## src/rtl/hongwai_rx.sv

```systemverilog
// ---------------------------------------------------------------------------
// hongwai_rx - infrared receiver/decoder for the air-conditioner remote frame
//
// Frame on the line (0 = mark / carrier, 1 = space):
//   header mark, header space, 35 x (bit mark, bit space), connect mark,
//   connect space, 32 x (bit mark, bit space), stop mark.
// A bit's value is carried by the length of its space. Both data words
// are presented together with a one-cycle frame_valid strobe.
//
// Parameters
//   T_US      clock cycles per microsecond
//   FILT_CYC  cycles the synchronized input must be stable before the
//             filtered level follows it
//   WIN_DIV   divisor applied to every timing window (1 = nominal protocol
//             timing; larger values compress the protocol time base)
//
// Ports
//   clk          system clock
//   rst          synchronous, active-high reset
//   ir_in        demodulated IR line, asynchronous (0 = mark, 1 = space)
//   data35       first block, first received bit in bit 34
//   data32       second block, first received bit in bit 31
//   frame_valid  one-cycle pulse, data35/data32 updated on the same cycle
//   frame_err    one-cycle pulse on a protocol violation after a header
//   err_code     stage of the last error: 1 header space, 2 bit/connect/stop
//                mark, 3 bit space, 4 connect space
//   busy         high from header acceptance until valid or error
// ---------------------------------------------------------------------------
module hongwai_rx #(
    parameter int T_US     = 125,
    parameter int FILT_CYC = 64,
    parameter int WIN_DIV  = 1
) (
    input  logic        clk,
    input  logic        rst,
    input  logic        ir_in,
    output logic [34:0] data35,
    output logic [31:0] data32,
    output logic        frame_valid,
    output logic        frame_err,
    output logic [2:0]  err_code,
    output logic        busy
);

    localparam int PW = (T_US > 1) ? $clog2(T_US) : 1;
    localparam int FW = $clog2(FILT_CYC + 1);

    localparam logic [PW-1:0] PRE_LAST  = PW'(T_US - 1);
    localparam logic [FW-1:0] FILT_LAST = FW'(FILT_CYC - 1);

    // Acceptance windows in microseconds, inclusive on both ends.
    localparam logic [15:0] HM_MIN   = 16'(7500  / WIN_DIV);
    localparam logic [15:0] HM_MAX   = 16'(10500 / WIN_DIV);
    localparam logic [15:0] HS_MIN   = 16'(3500  / WIN_DIV);
    localparam logic [15:0] HS_MAX   = 16'(5500  / WIN_DIV);
    localparam logic [15:0] BM_MIN   = 16'(400   / WIN_DIV);
    localparam logic [15:0] BM_MAX   = 16'(1100  / WIN_DIV);
    localparam logic [15:0] ZERO_MIN = 16'(200   / WIN_DIV);
    localparam logic [15:0] ZERO_MAX = 16'(800   / WIN_DIV);
    localparam logic [15:0] ONE_MIN  = 16'(1100  / WIN_DIV);
    localparam logic [15:0] ONE_MAX  = 16'(2000  / WIN_DIV);
    localparam logic [15:0] CS_MIN   = 16'(17000 / WIN_DIV);
    localparam logic [15:0] CS_MAX   = 16'(23000 / WIN_DIV);

    typedef enum logic [3:0] {
        IDLE,
        HDR_MARK,
        HDR_SPACE,
        B35_MARK,
        B35_SPACE,
        CONN_MARK,
        CONN_SPACE,
        B32_MARK,
        B32_SPACE,
        STOP_MARK
    } state_t;

    function automatic logic in_win(input logic [15:0] d,
                                    input logic [15:0] lo,
                                    input logic [15:0] hi);
        return (d >= lo) && (d <= hi);
    endfunction

    // IDLE and HDR_MARK are pre-header states: nothing has been accepted yet,
    // so they never raise errors and do not count as busy.
    function automatic logic is_busy(input state_t s);
        return !((s == IDLE) || (s == HDR_MARK));
    endfunction

    state_t        state;
    state_t        state_nxt;

    logic          ir_p0;
    logic          ir_p1;
    logic          filt_p2;
    logic          filt_p3;
    logic [FW-1:0] filt_cnt;
    logic          edge_any;
    logic          edge_fall;
    logic          edge_rise;

    logic [PW-1:0] pre;
    logic          tick;
    logic [15:0]   dur_us;

    logic [34:0]   sh35;
    logic [31:0]   sh32;
    logic [5:0]    bit_cnt;

    logic          in_busy;
    logic          edge_ok;
    logic          timeout;
    logic          bit_one;
    logic [15:0]   st_max;
    logic [2:0]    st_code;

    logic          err_set;
    logic          valid_set;
    logic          shift35;
    logic          shift32;
    logic          load35;
    logic          load32;

    // Stage p0/p1: two-flop synchronizer. Stage p2: stability filter.
    // Stage p3: previous filtered level for edge detection.
    always_ff @(posedge clk) begin
        if (rst) begin
            ir_p0    <= 1'b1;
            ir_p1    <= 1'b1;
            filt_p2  <= 1'b1;
            filt_p3  <= 1'b1;
            filt_cnt <= '0;
        end else begin
            ir_p0   <= ir_in;
            ir_p1   <= ir_p0;
            filt_p3 <= filt_p2;
            if (ir_p1 == filt_p2) begin
                filt_cnt <= '0;
            end else if (filt_cnt == FILT_LAST) begin
                filt_p2  <= ir_p1;
                filt_cnt <= '0;
            end else begin
                filt_cnt <= filt_cnt + 1'b1;
            end
        end
    end

    assign edge_any  = (filt_p2 != filt_p3);
    assign edge_fall = edge_any & ~filt_p2;
    assign edge_rise = edge_any &  filt_p2;
    assign tick      = (pre == PRE_LAST);

    // Duration timer: restarts on every edge, so at an edge dur_us holds the
    // length of the level that just ended.
    always_ff @(posedge clk) begin
        if (rst) begin
            pre    <= '0;
            dur_us <= '0;
        end else if (edge_any) begin
            pre    <= '0;
            dur_us <= '0;
        end else if (tick) begin
            pre <= '0;
            if (dur_us != 16'hFFFF) begin
                dur_us <= dur_us + 16'd1;
            end
        end else begin
            pre <= pre + 1'b1;
        end
    end

    // Per-state window decode. Levels alternate, so in a busy state the next
    // edge is always the one that ends the current level; direction need not
    // be checked there.
    always_comb begin
        st_max  = 16'hFFFF;
        st_code = 3'd0;
        edge_ok = 1'b0;
        bit_one = 1'b0;
        case (state)
            HDR_SPACE: begin
                st_max  = HS_MAX;
                st_code = 3'd1;
                edge_ok = in_win(dur_us, HS_MIN, HS_MAX);
            end
            B35_MARK, CONN_MARK, B32_MARK, STOP_MARK: begin
                st_max  = BM_MAX;
                st_code = 3'd2;
                edge_ok = in_win(dur_us, BM_MIN, BM_MAX);
            end
            B35_SPACE, B32_SPACE: begin
                st_max  = ONE_MAX;
                st_code = 3'd3;
                bit_one = in_win(dur_us, ONE_MIN, ONE_MAX);
                // The 800..1100 gap between the two windows is rejected.
                edge_ok = bit_one || in_win(dur_us, ZERO_MIN, ZERO_MAX);
            end
            CONN_SPACE: begin
                st_max  = CS_MAX;
                st_code = 3'd4;
                edge_ok = in_win(dur_us, CS_MIN, CS_MAX);
            end
            default: ;
        endcase
        in_busy = is_busy(state);
        // Fires without waiting for an edge once the level is already too long.
        timeout = in_busy && (dur_us > st_max);
    end

    // State register
    always_ff @(posedge clk) begin
        if (rst) begin
            state <= IDLE;
        end else begin
            state <= state_nxt;
        end
    end

    // Next-state logic
    always_comb begin
        state_nxt = state;
        if (in_busy && (timeout || (edge_any && !edge_ok))) begin
            state_nxt = IDLE;
        end else begin
            case (state)
                // Only a falling edge arms the receiver, so a mark already in
                // progress after an error or reset is never taken as a header.
                IDLE:       if (edge_fall) state_nxt = HDR_MARK;
                HDR_MARK:   if (edge_rise) state_nxt = in_win(dur_us, HM_MIN, HM_MAX) ? HDR_SPACE : IDLE;
                HDR_SPACE:  if (edge_any)  state_nxt = B35_MARK;
                B35_MARK:   if (edge_any)  state_nxt = B35_SPACE;
                B35_SPACE:  if (edge_any)  state_nxt = (bit_cnt == 6'd0) ? CONN_MARK : B35_MARK;
                CONN_MARK:  if (edge_any)  state_nxt = CONN_SPACE;
                CONN_SPACE: if (edge_any)  state_nxt = B32_MARK;
                B32_MARK:   if (edge_any)  state_nxt = B32_SPACE;
                B32_SPACE:  if (edge_any)  state_nxt = (bit_cnt == 6'd0) ? STOP_MARK : B32_MARK;
                STOP_MARK:  if (edge_any)  state_nxt = IDLE;
                default:                   state_nxt = IDLE;
            endcase
        end
    end

    // Output / datapath control decode
    always_comb begin
        err_set   = in_busy && (timeout || (edge_any && !edge_ok));
        valid_set = !err_set && edge_any && (state == STOP_MARK);
        shift35   = !err_set && edge_any && (state == B35_SPACE);
        shift32   = !err_set && edge_any && (state == B32_SPACE);
        load35    = !err_set && edge_any && (state == HDR_SPACE);
        load32    = !err_set && edge_any && (state == CONN_SPACE);
    end

    // Stage: bit assembly. Bits enter at the LSB so the first bit received
    // ends up in the MSB after the final shift.
    always_ff @(posedge clk) begin
        if (rst) begin
            bit_cnt <= '0;
        end else if (load35) begin
            bit_cnt <= 6'd34;
        end else if (load32) begin
            bit_cnt <= 6'd31;
        end else if (shift35 || shift32) begin
            bit_cnt <= bit_cnt - 6'd1;
        end
    end

    always_ff @(posedge clk) begin
        if (shift35) begin
            sh35 <= {sh35[33:0], bit_one};
        end
        if (shift32) begin
            sh32 <= {sh32[30:0], bit_one};
        end
    end

    // Stage: registered outputs
    always_ff @(posedge clk) begin
        if (rst) begin
            data35      <= '0;
            data32      <= '0;
            frame_valid <= 1'b0;
            frame_err   <= 1'b0;
            err_code    <= '0;
            busy        <= 1'b0;
        end else begin
            frame_valid <= valid_set;
            frame_err   <= err_set;
            busy        <= is_busy(state_nxt);
            if (err_set) begin
                err_code <= st_code;
            end
            if (valid_set) begin
                data35 <= sh35;
                data32 <= sh32;
            end
        end
    end

endmodule
```

## config.mk

```make
export PLATFORM = sky130hd
export DESIGN_NAME = hongwai_rx
export DESIGN_NICKNAME = d
export VERILOG_FILES = /design/src/rtl/hongwai_rx.sv
export SDC_FILE = /design/constraint.sdc
export NUM_CORES = 1
export LEC_CHECK = 0
export BUFFER_PORTS_ARGS = -buffer_cell sky130_fd_sc_hd__buf_2
export CORE_MARGIN = 4
export CORE_UTILIZATION = 40
export DETAILED_ROUTE_END_ITERATION = 8
export PLACE_DENSITY_LB_ADDON = 0.05
export SKIP_CTS_REPAIR_TIMING = 1
export SLEW_MARGIN = 10
export SYNTH_ARGS = -nofsm -noshare
export SYNTH_HDL_FRONTEND = slang
export SYNTH_SLANG_ARGS = --single-unit
```

## constraint.sdc

```tcl
create_clock -name clk -period 6.7 [get_ports clk]
set_input_delay 0.67 -clock clk [delete_from_list [all_inputs] [get_ports clk]]
set_output_delay 0.67 -clock clk [all_outputs]
set_load 0.03 [all_outputs]
```

# --- After elaboration in Yosys (flattened, before gate mapping) ---
# Cells that the tools add are included.
# W data, S select, Z words.
classes:
  addsub: 4
  reduce_logical: 37
  n_bitwise: 4
  order_cmp: 13
  eq_ne: 15
  n_mux: 22
op_table:
  columns: ["operator", "count"]
  rows:
  - ["$pmux W16 S4", 1]
  - ["$mux W4", 12]
  - ["$pmux W4 S10", 1]
  - ["$le A16 B11 Y1 const B", 2]
  - ["$mux W6", 3]
  - ["$add A16 B1 Y16 const B", 1]
  - ["$eq A4 B3 Y1 const B", 4]
  - ["$ge A16 B11 Y1 const B", 1]
  - ["$ge A16 B12 Y1 const B", 1]
  - ["$ge A16 B13 Y1 const B", 1]
  - ["$ge A16 B15 Y1 const B", 1]
  - ["$ge A16 B8 Y1 const B", 1]
  - ["$ge A16 B9 Y1 const B", 1]
  - ["$gt A16 B16 Y1", 1]
  - ["$le A16 B10 Y1 const B", 1]
  - ["$le A16 B13 Y1 const B", 1]
  - ["$le A16 B14 Y1 const B", 1]
  - ["$le A16 B15 Y1 const B", 1]
  - ["$ne A16 B16 Y1 const B", 1]
  - ["$logic_and A1 B1 Y1", 15]
  - ["$add A7 B1 Y7 const B", 2]
  - ["$pmux W3 S4", 1]
  - ["$eq A4 B1 Y1 const B", 2]
  - ["$eq A4 B2 Y1 const B", 2]
  - ["22 further kinds", 37]
word_totals:
  reg_bits: 184
  in_bits: 3
  out_inout_bits: 73

# --- Depth between registers and ports, before layout ---
logic_depth:
  ltp_word: 15
  mapped_depth: 15
  mapped_depth_nobuf: 12

# --- Worst setup path before layout ---
# Ideal clock, no wire load.
synth_timing:
  path_kind: "flip-flop to flip-flop"
  from: "register state[3]"
  to: "register sh32[0] (enable)"
  n_path_buf: 0
  arrival_time_ns: 5.639
  path_stages_with_launch: 13
  path_slack_ns: 0.559
  cell_sequence: "dfxtp_1 nor3_4 nand3b_1 inv_1 or2_2 ha_1 nand4_1 o21bai_1 a211oi_1 o21ai_1 o21ai_4 nand2_1 nor4_1"
synth_between:
  elab_chain_cells: 10
synth_rtl:
  columns: ["item", "line_no", "rtl"]
  rows:
  - ["from (decl)", "90", "state_t state;"]
  - ["from (signal assigned)", "215", "state <= state_nxt;"]
  - ["$eq A4 B4 Y1 (tied with other cells)", "180", "case (state)"]
  - ["$reduce_or A4 Y1 / $reduce_or A2 Y1 (equally long branches)", "180", null]
  - ["$pmux W16 S4 / $pmux W1 S4 (equally long branches)", "180", null]
  - ["$gt A16 B16 Y1 / $logic_not A1 Y1 (equally long branches)", "207, 245", null]
  - ["$logic_and A1 B1 Y1 (on tied branches)", "207, 245", null]
  - ["$logic_or A1 B1 Y1", "245", "err_set = in_busy && (timeout || (edge_any && !edge_ok));"]
  - ["$logic_and A1 B1 Y1", "245", null]
  - ["$logic_not A1 Y1", "248", "shift32 = !err_set && edge_any && (state == B32_SPACE);"]
  - ["$logic_and A1 B1 Y1", "248", null]
  - ["$logic_and A1 B1 Y1 (*)", "248", null]
  - ["named net shift32", "120", "logic shift32;"]
  - ["to (signal assigned)", "272", "sh32 <= {sh32[30:0], bit_one};"]
  - ["to (decl)", "107", "logic [31:0] sh32;"]
# The timed path passes the listed nets; every way through them passes the cells marked *.
# A chain may end at the register's enable or synchronous reset.

# --- Final worst setup path ---
layout_timing:
  from: "register state[1]"
  to: "register bit_cnt[5]"
layout_between:
  elab_chain_cells: 12
layout_rtl:
  columns: ["item", "line_no", "rtl"]
  rows:
  - ["$eq A4 B4 Y1 (tied with other cells)", "180", null]
  - ["$reduce_or A4 Y1 / $reduce_or A2 Y1 (equally long branches)", "180", null]
  - ["$pmux W16 S4 / $pmux W1 S4 (equally long branches)", "180", null]
  - ["$gt A16 B16 Y1 / $logic_not A1 Y1 (equally long branches)", "207, 245", null]
  - ["$logic_and A1 B1 Y1 (on tied branches)", "207, 245", null]
  - ["$logic_or A1 B1 Y1", "245", null]
  - ["$logic_and A1 B1 Y1", "245", null]
  - ["$logic_not A1 Y1", null, null]
  - ["$logic_and A1 B1 Y1", null, null]
  - ["$logic_and A1 B1 Y1 (on tied branches)", "250, 247, 248", null]
  - ["$mux W6 / $logic_or A1 B1 Y1 (equally long branches)", "260, 262", null]
  - ["$mux W6 / $reduce_bool A3 Y1 (equally long branches)", null, null]
  - ["to (signal assigned)", "263", "bit_cnt <= bit_cnt - 6'd1;"]
  - ["to (decl)", "108", "logic [5:0] bit_cnt;"]
# Parallel ways exist; a longest one is shown, timed or not.

==> flow_summary.rst <==
.. list-table::
   :header-rows: 1

   * - Metric
     - Value
   * - Status
     - finished clean
   * - Cts bufs inserted
     - 17
   * - Floorplan core area
     - 19590 um^2
   * - Final HPWL DP
     - 11740 um
   * - Number of input and output port buffers inserted
     - 75
   * - Width of the die
     - 149.4 um
   * - Gpl congestion
     - 0.8522
   * - Cells on worst reg2reg path
     - 13
   * - Floorplan die area
     - 22310 um^2
   * - Number of vias in the routed layout
     - 6135
   * - Critical Path Slowest Stage Cell
     - o21a_2
   * - Clock slew seen by the registers of the worst setup and hold paths
     - 0.07 ns
   * - Hold path startpoint
     - ir_p0$_SDFF_PP1_
   * - Post-synthesis cell count
     - 788
   * - Synthesized Nets
     - 813
   * - Area occupied by multi-input gates
     - 3272 um^2
   * - Worst supply voltage drop on vdd
     - 0.0001681 V
   * - Slew Viols, Final
     - 0
   * - DRC marker count from the first detailed-route iteration
     - 359
   * - Wire length of the first global-routing pass
     - 31240 um
   * - Total Power Consumption
     - 2.096 mW
   * - Setup slack, reg-to-reg
     - 2.19 ns
   * - Ratio of final minimum period to clock period
     - 0.6729
   * - Max-capacitance violation count
     - 0
   * - Maximum clock insertion buffer count
     - 2
   * - Portion of total power attributed to sequential cells
     - 0.550
   * - Via count of the first global-routing pass
     - 5858
   * - Total global routing overflow
     - 0
   * - CP Launch Type
     - flop
   * - Area of all placed cells without fillers
     - 9014 um^2
   * - Worst slack at placement
     - 2.215 ns
   * - TritonRoute pass-1 iters
     - 5
   * - H-Tree Level Count
     - 4
   * - Number of nets still failing antenna checks after routing
     - 0
   * - Setup TNS Final
     - 0 ns
   * - Number of ports placed on the die boundary
     - 76
   * - CTS tree
     - yes
   * - Fraction of layout instances using a drive strength above 1
     - 0.1625
   * - Synth Register Bits
     - 184
   * - Relative max-transition margin
     - 0.4114
   * - Net switching fraction of the power
     - 0.2116
   * - All-layer global routing usage
     - 0.1709
   * - Crit path from
     - state[1]$_SDFF_PP0_
   * - Required time of the critical path
     - 7.01 ns
   * - Highest attainable clock frequency
     - 0.2218 GHz
   * - Diodes inserted
     - 0
   * - Reg-to-reg endpoint
     - bit_cnt[5]$_SDFFE_PP0P_
   * - Total number of nets in the final design
     - 850
   * - Switching power
     - 443.4 uW
   * - Synth-to-Final Area Change
     - 12.74%
   * - Crit path to
     - bit_cnt[5]$_SDFFE_PP0P_
   * - Pin count of the biggest net entering global routing
     - 82
   * - Number of antenna violations at the first check in global routing
     - 0
   * - Number of rows in the core area
     - 51
   * - Internal Power
     - 1.652 mW
   * - Height of the die
     - 149.4 um
   * - Largest stage delay on the critical path
     - 0.54 ns
   * - Fin Clk Skew
     - 0.01001 ns
   * - Top_reg_cell synth
     - dfxtp_1
   * - Sequential cell area fraction in the yosys report
     - 0.5446
   * - Drc violations
     - 0
   * - Final number of hold-violating endpoints
     - 0
   * - Cell Chain, Critical Path
     - nor3_4 -> nand3b_1 -> inv_1 -> or2_2 -> ha_1 -> nand4_1 -> nor4_2 -> o31ai_1 -> o21ai_1 -> o21a_2 -> buf_4 -> nor2_1 -> a32o_1
   * - Asr flop ratio synth
     - 0
   * - Routed length on met2
     - 8867 um
   * - CP Data Arrival Time
     - 4.82 ns
   * - Syn_area_per_cell
     - 10.15 um^2
   * - Count of cell types in the netlist
     - 78
   * - M1 WL
     - 9058 um
   * - RSZ-0062 raised after global routing
     - false
   * - Number of enable-type register cells in the synthesized netlist
     - 67
   * - Synthesis Warnings
     - 0
   * - Least-Margin Pin Slew
     - 0.8806 ns
   * - Uppermost routed layer
     - met4
   * - Launching point of the worst reg2reg path
     - state[1]$_SDFF_PP0_
   * - Gate power share
     - 0.008
   * - Highest fanout seen on the critical path
     - 46
   * - Worst Hold Class
     - reg2reg
   * - Clock period minus final worst setup slack
     - 4.509 ns
   * - Mapped cell area
     - 7995 um^2
   * - Root cell of the clock tree
     - clkbuf_16
   * - Kind of end point of the critical path
     - flop
   * - Smallest setup slack after layout
     - 2.191 ns
   * - Post-DP Area
     - 8479 um^2
   * - Via density per instance
     - 5.567
   * - Detailed-route wire length per cell
     - 17.29 um
   * - Area taken by flip-flops and latches
     - 4354 um^2
   * - Number of setup violations in the final report
     - 0
   * - Clock share of power
     - 0.441
   * - Later-pin clock latency in the skew report
     - 0.42 ns
   * - PwrDens
     - 232.5 nW/um^2
   * - Total clock sinks
     - 184
   * - Fillers
     - 1868
   * - Start-to-end type of the worst setup path
     - reg2reg
   * - Initial core utilization
     - 0.4081
   * - Routed wire length on met3
     - 900 um
   * - Static leakage
     - 3.053 nW
   * - Total detailed-routing wirelength
     - 19060 um
-- metal layers --
metal  vias to the layer above  GRT usage
li1                       3017          -
met1                      2946     0.2391
met2                       155     0.2679
met3                        17    0.04163
met4                         0    0.04211
met5                         -          0
-- registers in the layout, summed over array words and instances (netlist names) --
signal	flops
err_code	3
bit_cnt	6
busy	1
pre	7
sh35	35
ir_p1	1
data32	32
ir_p0	1
sh32	32
data35	35
frame_valid	1
frame_err	1
filt_cnt	7
state	4
filt_p3	1
dur_us	16
filt_p2	1
-- cell families (layout without fill, tap and decap cells) --
logic type	Yosys count	in the layout	synth area share
AOI/OAI and AO/OA	219	219	0.1649
xor gates and xnor gates	25	25	0.02739
adders and majority gates	22	22	0.03443
buffers and inverters	88	137	0.04961
DFF	184	184	0.5446
muxes	2	2	0.002660
and+or+nand+nor	248	248	0.1764
-- final cells by class --
class	instances	share of cell area
Sequential cell	184	0.4831
Tap cell	265	0.03679
Clock buffer	21	0.05122
Multi-Input combinational cell	516	0.3630
Timing Repair Buffer	83	0.04831
Inverter	23	0.009578
Clock inverter	10	0.008051
-- worst min-delay path by stage --
stage / end / slack, ns / depth (start not counted)
2_1_floorplan: ir_p1$_SDFF_PP1_ / 0.39 / 1
3_3_place_gp: ir_p1$_SDFF_PP1_ / 0.39 / 1
3_5_place_dp: ir_p1$_SDFF_PP1_ / 0.39 / 1
4_1_cts: ir_p1$_SDFF_PP1_ / 0.40 / 1
5_1_grt: ir_p1$_SDFF_PP1_ / 0.42 / 1
6_report: ir_p1$_SDFF_PP1_ / 0.41 / 1
-- placed cells by master (no fill, tap or decap), drive strengths merged, types with 4 or more instances in the layout --
cell type | netlist | final
a211oi | 6 | 6
a21oi | 83 | 83
a31oi | 7 | 7
and3 | 10 | 10
buf | 26 | 83
clkbuf | 39 | 21
clkinv | 2 | 7
dfxtp | 117 | 117
edfxtp | 67 | 67
ha | 22 | 22
inv | 21 | 24
nand2 | 27 | 27
nand2b | 5 | 5
nand3 | 14 | 14
nand4 | 79 | 79
nor2 | 65 | 65
nor3 | 13 | 13
nor4 | 7 | 7
o21a | 4 | 4
o21ai | 79 | 79
or2 | 4 | 4
xnor2 | 11 | 11
xor2 | 14 | 14
-- critical path, delay by kind of cell, from the launching register on --
kind | cells | cell delay (ns)
adders and majority gates | 1 | 0.30
buffers and inverters | 2 | 0.60
and+or+nand+nor | 6 | 1.78
DFF | 1 | 0.47
AOI/OAI and AO/OA | 4 | 1.23
-- power groups by stage --
stage / logic (mW) / registers [mW] / clock network [mW]
2_1_floorplan: 0.0137 / 1.18 / 0
3_3_place_gp: 0.0176 / 1.18 / 0
3_5_place_dp: 0.0182 / 1.18 / 0
4_1_cts: 0.0183 / 1.15 / 0.952
5_1_grt: 0.0202 / 1.15 / 1.00
6_report: 0.0177 / 1.15 / 0.925
-- synth_stat cells, types with 4 or more instances --
| cell type | count | area [um^2] |
|---|---|---|
| buf_6 | 4 | 45.04 |
| ha_1 | 22 | 275.3 |
| xor2_1 | 14 | 122.6 |
| clkbuf_2 | 5 | 25.02 |
| a211oi_1 | 6 | 45.04 |
| nand2b_1 | 5 | 31.28 |
| nand4_1 | 77 | 481.7 |
| o21ai_0 | 75 | 375.4 |
| a31oi_1 | 6 | 37.54 |
| clkbuf_1 | 34 | 127.6 |
| and3_1 | 10 | 62.56 |
| edfxtp_1 | 67 | 2012 |
| nor3_1 | 12 | 60.06 |
| xnor2_1 | 11 | 96.34 |
| buf_1 | 4 | 15.01 |
| dfxtp_1 | 117 | 2342 |
| nor2_1 | 64 | 240.2 |
| nand2_1 | 27 | 101.4 |
| inv_1 | 21 | 78.83 |
| a21oi_1 | 83 | 415.4 |
| buf_2 | 15 | 75.07 |
| nand3_1 | 14 | 70.07 |
| nor4_1 | 6 | 37.54 |
-- metrics by stage --
| step | utilization | std cells | hold WS (ns) |
|---|---|---|---|
| after detailed placement | 0.4328 | 1071 | 0.3941 |
| final | 0.4601 | 1102 | 0.4064 |
| after floorplan | - | 788 | 0.3895 |
| after CTS | 0.4601 | 1102 | 0.4050 |
| after global placement | 0.4328 | 1071 | 0.3930 |
| after global routing | 0.4601 | 1102 | 0.4186 |
Power figures use the tool's default switching activity.
